`src/rtl/prbg_pkg.sv`:
```
// Shared types and constants for the prbg_lfsr pseudo-random bit generator.
// Holds the FSM encoding, the default polynomials and seeds, and the feedback helper.
package prbg_pkg;

    typedef enum logic [1:0] {
        IDLE,
        RUN,
        RECOVER
    } fsm_t;

    // Maximal-length Fibonacci masks: bit i set means state[i] enters the feedback XOR.
    localparam logic [7:0]  TAPS_W8  = 8'hB8;
    localparam logic [7:0]  SEED_W8  = 8'h01;
    localparam logic [15:0] TAPS_W16 = 16'hB400;
    localparam logic [15:0] SEED_W16 = 16'h0001;

    function automatic logic xor_reduce(input logic [31:0] v);
        return ^v;
    endfunction

endpackage

```
`src/rtl/prbg_period_cnt.sv`:
```
// Emit counter for prbg_lfsr: counts emitted bits modulo 2^WIDTH-1 and
// pulses period_done on the edge that emits the last bit of a full period.
module prbg_period_cnt #(
    parameter int WIDTH = 8
) (
    input  logic clk,
    input  logic res,
    input  logic clear,
    input  logic inc,
    output logic period_done
);

    localparam logic [WIDTH-1:0] CNT_MAX = {{(WIDTH-1){1'b1}}, 1'b0};

    logic [WIDTH-1:0] count;

    always_ff @(posedge clk or posedge res) begin
        if (res) begin
            count       <= '0;
            period_done <= 1'b0;
        end else if (clear) begin
            count       <= '0;
            period_done <= 1'b0;
        end else if (inc) begin
            count       <= (count == CNT_MAX) ? '0 : count + 1'b1;
            period_done <= (count == CNT_MAX);
        end else begin
            period_done <= 1'b0;
        end
    end

endmodule

```
`src/rtl/prbg_lfsr.sv`:
```
// Fibonacci LFSR bit generator with seed load, zero-lockup recovery and period pulse.
// Optional macro PRBG_ERR_INJECT_EN adds err_inject, which inverts the emitted bit only.
module prbg_lfsr
    import prbg_pkg::*;
#(
    parameter int               WIDTH        = 8,
    parameter logic [WIDTH-1:0] TAPS         = TAPS_W8,
    parameter logic [WIDTH-1:0] DEFAULT_SEED = SEED_W8
) (
    input  logic             clk,
    input  logic             res,
    input  logic             enable,
    input  logic             seed_load,
    input  logic [WIDTH-1:0] seed,
`ifdef PRBG_ERR_INJECT_EN
    input  logic             err_inject,
`endif
    output logic             out_bit,
    output logic             out_valid,
    output logic [WIDTH-1:0] state_out,
    output logic             period_done,
    output logic             seed_err
);

    fsm_t             fsm, fsm_next;
    logic [WIDTH-1:0] state;
    logic             state_zero;
    logic             fb;
    logic             emit;
    logic             recover;
    logic             inj;

`ifdef PRBG_ERR_INJECT_EN
    assign inj = err_inject;
`else
    assign inj = 1'b0;
`endif

    assign state_zero = (state == '0);
    assign fb         = xor_reduce(32'(state & TAPS));
    assign state_out  = state;

    always_ff @(posedge clk or posedge res) begin
        if (res) begin
            fsm <= IDLE;
        end else begin
            fsm <= fsm_next;
        end
    end

    // Seed load outranks everything; a zero state diverts to RECOVER from any other state.
    always_comb begin
        fsm_next = fsm;
        if (seed_load) begin
            fsm_next = IDLE;
        end else if (fsm == RECOVER) begin
            fsm_next = IDLE;
        end else if (state_zero) begin
            fsm_next = RECOVER;
        end else begin
            case (fsm)
                IDLE:    fsm_next = enable ? RUN : IDLE;
                RUN:     fsm_next = enable ? RUN : IDLE;
                default: fsm_next = IDLE;
            endcase
        end
    end

    always_comb begin
        emit    = 1'b0;
        recover = 1'b0;
        if (!seed_load) begin
            case (fsm)
                IDLE, RUN: emit    = enable && !state_zero;
                RECOVER:   recover = 1'b1;
                default:   emit    = 1'b0;
            endcase
        end
    end

    always_ff @(posedge clk or posedge res) begin
        if (res) begin
            state     <= DEFAULT_SEED;
            out_bit   <= 1'b0;
            out_valid <= 1'b0;
            seed_err  <= 1'b0;
        end else begin
            out_valid <= 1'b0;
            seed_err  <= 1'b0;
            if (seed_load) begin
                state    <= (seed == '0) ? DEFAULT_SEED : seed;
                seed_err <= (seed == '0);
            end else if (recover) begin
                state    <= DEFAULT_SEED;
                seed_err <= 1'b1;
            end else if (emit) begin
                out_bit   <= state[WIDTH-1] ^ inj;
                out_valid <= 1'b1;
                state     <= {state[WIDTH-2:0], fb};
            end
        end
    end

    prbg_period_cnt #(
        .WIDTH(WIDTH)
    ) u_period_cnt (
        .clk         (clk),
        .res         (res),
        .clear       (seed_load || recover),
        .inc         (emit),
        .period_done (period_done)
    );

endmodule

```
`config.mk`:
```
export PLATFORM = sky130hd
export DESIGN_NAME = prbg_lfsr
export DESIGN_NICKNAME = d
export VERILOG_FILES = /design/src/rtl/prbg_pkg.sv /design/src/rtl/prbg_period_cnt.sv /design/src/rtl/prbg_lfsr.sv
export SDC_FILE = /design/constraint.sdc
export NUM_CORES = 1
export LEC_CHECK = 0
export CAP_MARGIN = 10
export CELL_PAD_IN_SITES_DETAIL_PLACEMENT = 0
export CELL_PAD_IN_SITES_GLOBAL_PLACEMENT = 1
export CORE_MARGIN = 2
export CORE_UTILIZATION = 41
export CTS_BUF_LIST = sky130_fd_sc_hd__clkbuf_8
export CTS_CLUSTER_DIAMETER = 100
export DETAILED_ROUTE_END_ITERATION = 16
export GPL_ROUTABILITY_DRIVEN = 0
export MAX_ROUTING_LAYER = met4
export PLACE_DENSITY = 0.81
export SYNTH_ARGS = -nofsm -noshare
export SYNTH_HDL_FRONTEND = slang
export SYNTH_HIERARCHICAL = 1
export SYNTH_SLANG_ARGS = --single-unit
```
`constraint.sdc`:
```
create_clock -name clk -period 2.17 [get_ports clk]
set_input_delay 0.217 -clock clk [delete_from_list [all_inputs] [get_ports clk]]
set_output_delay 0.217 -clock clk [all_outputs]
set_load 0.05 [all_outputs]
```
==> flow_metrics.py, run 1 <==
metrics = {
    "layout": {
        "seq_area_um2": 554.3,
        "num_antenna_cells": 0,
        "nNetsFinal": 156,
        "syn_to_final_growth_pct": 27.85,
        "multi_input_area_um2": 609.3,
        "drive_above_1_share_pct": 15.00,
        "final_cell_mix": "23 x clkdlybuf4s50_1, 19 x dfrtp_1, 8 x inv_1, 6 x mux2_1, 6 x a21oi_1",
        "n_fill_cell": 264,
        "layout_commonest_cell": "clkdlybuf4s50_1",
        "fin_util_pct": 55.56,
    },
    "critical_path": {
        "cp_data_required_time_ns": 2.34,
        "critPathArrivalTime_ns": 2.05,
        "r2r_cells": 9,
        "critPathMaxFanout": 13,
        "end_kind": "register",
        "worstSetupStartpointType": "register",
        "path_class": "register to register",
    },
    "timing": {
        "layout_min_cycle_time_ns": 1.887,
        "fin_crit_sh_pct": 86.95,
        "clock_skew_ns": 0.004864,
        "finalHoldViolations": 0,
        "slew_violations": 0,
        "max_freq_mhz": 530.0,
        "fin_ws_ns": 0.2831,
        "worst_pin_slew_ns": 0.5147,
        "setup_viol_count_final": 0,
        "hold_ws_ns": 0.2451,
        "rsz0062_at_grt": "no",
        "fin_tns_setup_ns": 0,
        "slew_headroom_pct": 65.58,
    },
    "status": {
        "status": "finished, final reports clean",
    },
    "global_routing": {
        "grt_use_total_pct": 16.84,
        "grt_pass1_vias": 901,
        "grt_pass1_wl_mm": 4.271,
        "antenna_found_initial": 0,
        "grt_max_degree": 14,
        "grt_overflow_total": 0,
    },
    "clock_network": {
        "cts.sinks": 22,
        "cts_root_buffer": "clkbuf_8",
        "numCtsBuffers": 3,
        "cts_buffer_depth": 2,
        "post_cts_buffers": 0,
        "ctsResizeCount": 0,
        "worstSkewPairLatency_ns": 0.26,
        "clk_pin_slew_worst_paths_ns": 0.08,
        "tritoncts": "yes",
        "cts-hold-fix-buffers": 0,
        "ctsHtreeMaxLevel": 1,
    },
    "yosys": {
        "synth.distinct_cells": 45,
        "yosys_warnings": 6,
        "synth.avg_cell_area_um2": 10.79,
        "synth_top_cell_by_area": "dfrtp_1",
        "syn_inst": 112,
        "netlist.area_leader.share_pct": 43.48,
        "ys_seq_area_share_pct": 45.65,
        "syn-num-nets": 127,
        "syn-cell-area_um2": 1209,
        "ys_top_cells_by_area": "dfrtp_1 43%, mux2_1 5.6%, ha_1 3.1%",
        "synth_seq_cells": 22,
    },
    "floorplanning": {
        "die_w_um": 58.30,
        "io_pins": 24,
        "dieArea_um2": 3398,
        "start_util_pct": 43.45,
        "core_region_area_um2": 2781,
        "row_count": 19,
        "dieHeight_um": 58.30,
    },
    "run": {
        "max-cap-violations": 0,
    },
    "route": {
        "drc": 0,
        "ant_nets": 0,
        "vias_per_cell": 5.550,
        "drt_iter0_drc": 43,
        "wl_mm": 2.521,
        "wl_per_cell_um": 14.74,
        "dr.pass1.iters": 4,
        "num_vias": 949,
    },
    "power_and_ir_drop": {
        "design_power_total_uw": 1117,
        "powerDensity_nw_per_um2": 722.6,
        "p_leak_uw": 0.0006840,
        "ir_drop_mv": 0.5150,
    },
    "place": {
        "io_buffers": 23,
        "hpwlAfterDp_mm": 1.970,
        "dp_slack_ns": 0.2603,
    },
    "min_path": {
        "hold_path_class": "input pin to asynchronous set/reset pin",
    },
}
[where the power goes]
part | total [uW] | switching, uW | internal, uW
registers | 498 | 42.4 | 456
logic | 372 | 224 | 148
clock network | 247 | 121 | 126
total | 1120 | 387 | 729
[cells in the mapped netlist (all sizes together)]
master   n
mux2i    3
or2b     2
clkbuf   1
a22o     4
and2b    1
nor2b    5
nand3    4
o211ai   2
ha       3
nor3b    1
nand3b   1
o32ai    1
a32oi    1
a31oi    2
xnor2    1
and3     3
nand2b   4
a211oi   2
nor3     2
dfstp    1
nor2     2
a311oi   1
o22ai    1
nand2    4
nor4b    1
xor2     1
nand4    2
and3b    1
nor4     1
dfrtp   21
and4     2
a22oi    2
o21ai    3
a21oi    8
inv      8
buf      3
mux2     7
[final timing paths]
| path | startpoint | end | slack [ns] |
|---|---|---|---|
| max | state_out[4] | u_period_cnt/count[7] | 0.28 |
| min | res | u_period_cnt/count[6] | 0.25 |
| max reg2reg | state_out[4] | u_period_cnt/count[7] | 0.28 |
| min reg2reg | u_period_cnt/count[7] | u_period_cnt/count[7] | 0.52 |
| max in group asynchronous | res | state_out[4] | 1.49 |
| min in group clk | u_period_cnt/count[7] | u_period_cnt/count[7] | 0.52 |
[logic make-up (layout without fill, tap and decap cells)]
| family | count (synthesis) | after routing | synth area share [%] |
|---|---|---|---|
| AOI/OAI and AO/OA | 27 | 27 | 15.53 |
| xor gates and xnor gates | 2 | 2 | 1.450 |
| DFF | 22 | 22 | 45.65 |
| adders and majority gates | 3 | 3 | 3.106 |
| buffers and inverters | 12 | 40 | 3.933 |
| muxes | 10 | 10 | 9.006 |
| and+or+nand+nor | 36 | 36 | 21.32 |
[area by class of cell]
type | instances | share of cell area [%]
multi-input cells | 78 | 39.43
clock buffers | 3 | 2.672
inverters | 8 | 1.943
flip-flops and latches | 22 | 35.87
clock inverters | 1 | 0.2429
repair buffers | 28 | 17.33
well taps | 31 | 2.510
[critical path, stage by stage, from the launching register on]
cell and delay [ns]:
dfrtp_2 0.37, inv_1 0.06, ha_1 0.19, nor4b_2 0.16, a21oi_2 0.13, nor2b_1 0.13, buf_4 0.18, and4_1 0.26
a21oi_1 0.08, a311oi_1 0.22
[state kept, by name, summed over array words and instances, names as in the netlist]
| register | count |
|---|---|
| out_bit | 1 |
| out_valid | 1 |
| u_period_cnt/count | 8 |
| seed_err | 1 |
| u_period_cnt/period_done | 1 |
| state_out | 8 |
| fsm | 2 |
[metrics by stage]
stage | instances | area [um^2]
floorplan | 112 | 1211
global placement | 167 | 1500
finish | 171 | 1545
detailed placement | 167 | 1500
global route | 171 | 1545
CTS | 171 | 1545
[layer usage]
| layer | up-vias | GRT usage (%) | routed length, um | part of all wire, % |
|---|---|---|---|---|
| met5 | - | - | 0 | 0 |
| met4 | 0 | 1.993 | 13 | 0.52 |
| met3 | 2 | 4.615 | 118 | 4.7 |
| met2 | 23 | 25.20 | 1147 | 45 |
| met1 | 457 | 23.63 | 1241 | 49 |
| li1 | 467 | - | - | - |
(Power assumes the default switching activity.)
==> inputs of run 2 (changes only) <==
--- a/config.mk
+++ b/config.mk
@@ -16,6 +16,7 @@
 export GPL_ROUTABILITY_DRIVEN = 0
 export MAX_ROUTING_LAYER = met4
 export PLACE_DENSITY = 0.81
+export SKIP_CTS_REPAIR_TIMING = 1
 export SYNTH_ARGS = -nofsm -noshare
 export SYNTH_HDL_FRONTEND = slang
 export SYNTH_HIERARCHICAL = 1
==> results of run 2 <==
Same layout as run 1: the final DEF is identical, and so are final timing and power.
==> inputs of run 3 (changes only) <==
--- a/config.mk
+++ b/config.mk
@@ -5,7 +5,6 @@
 export SDC_FILE = /design/constraint.sdc
 export NUM_CORES = 1
 export LEC_CHECK = 0
-export CAP_MARGIN = 10
 export CELL_PAD_IN_SITES_DETAIL_PLACEMENT = 0
 export CELL_PAD_IN_SITES_GLOBAL_PLACEMENT = 1
 export CORE_MARGIN = 2
==> results of run 3 <==
Same layout as run 1: the final DEF is identical, and so are final timing and power.
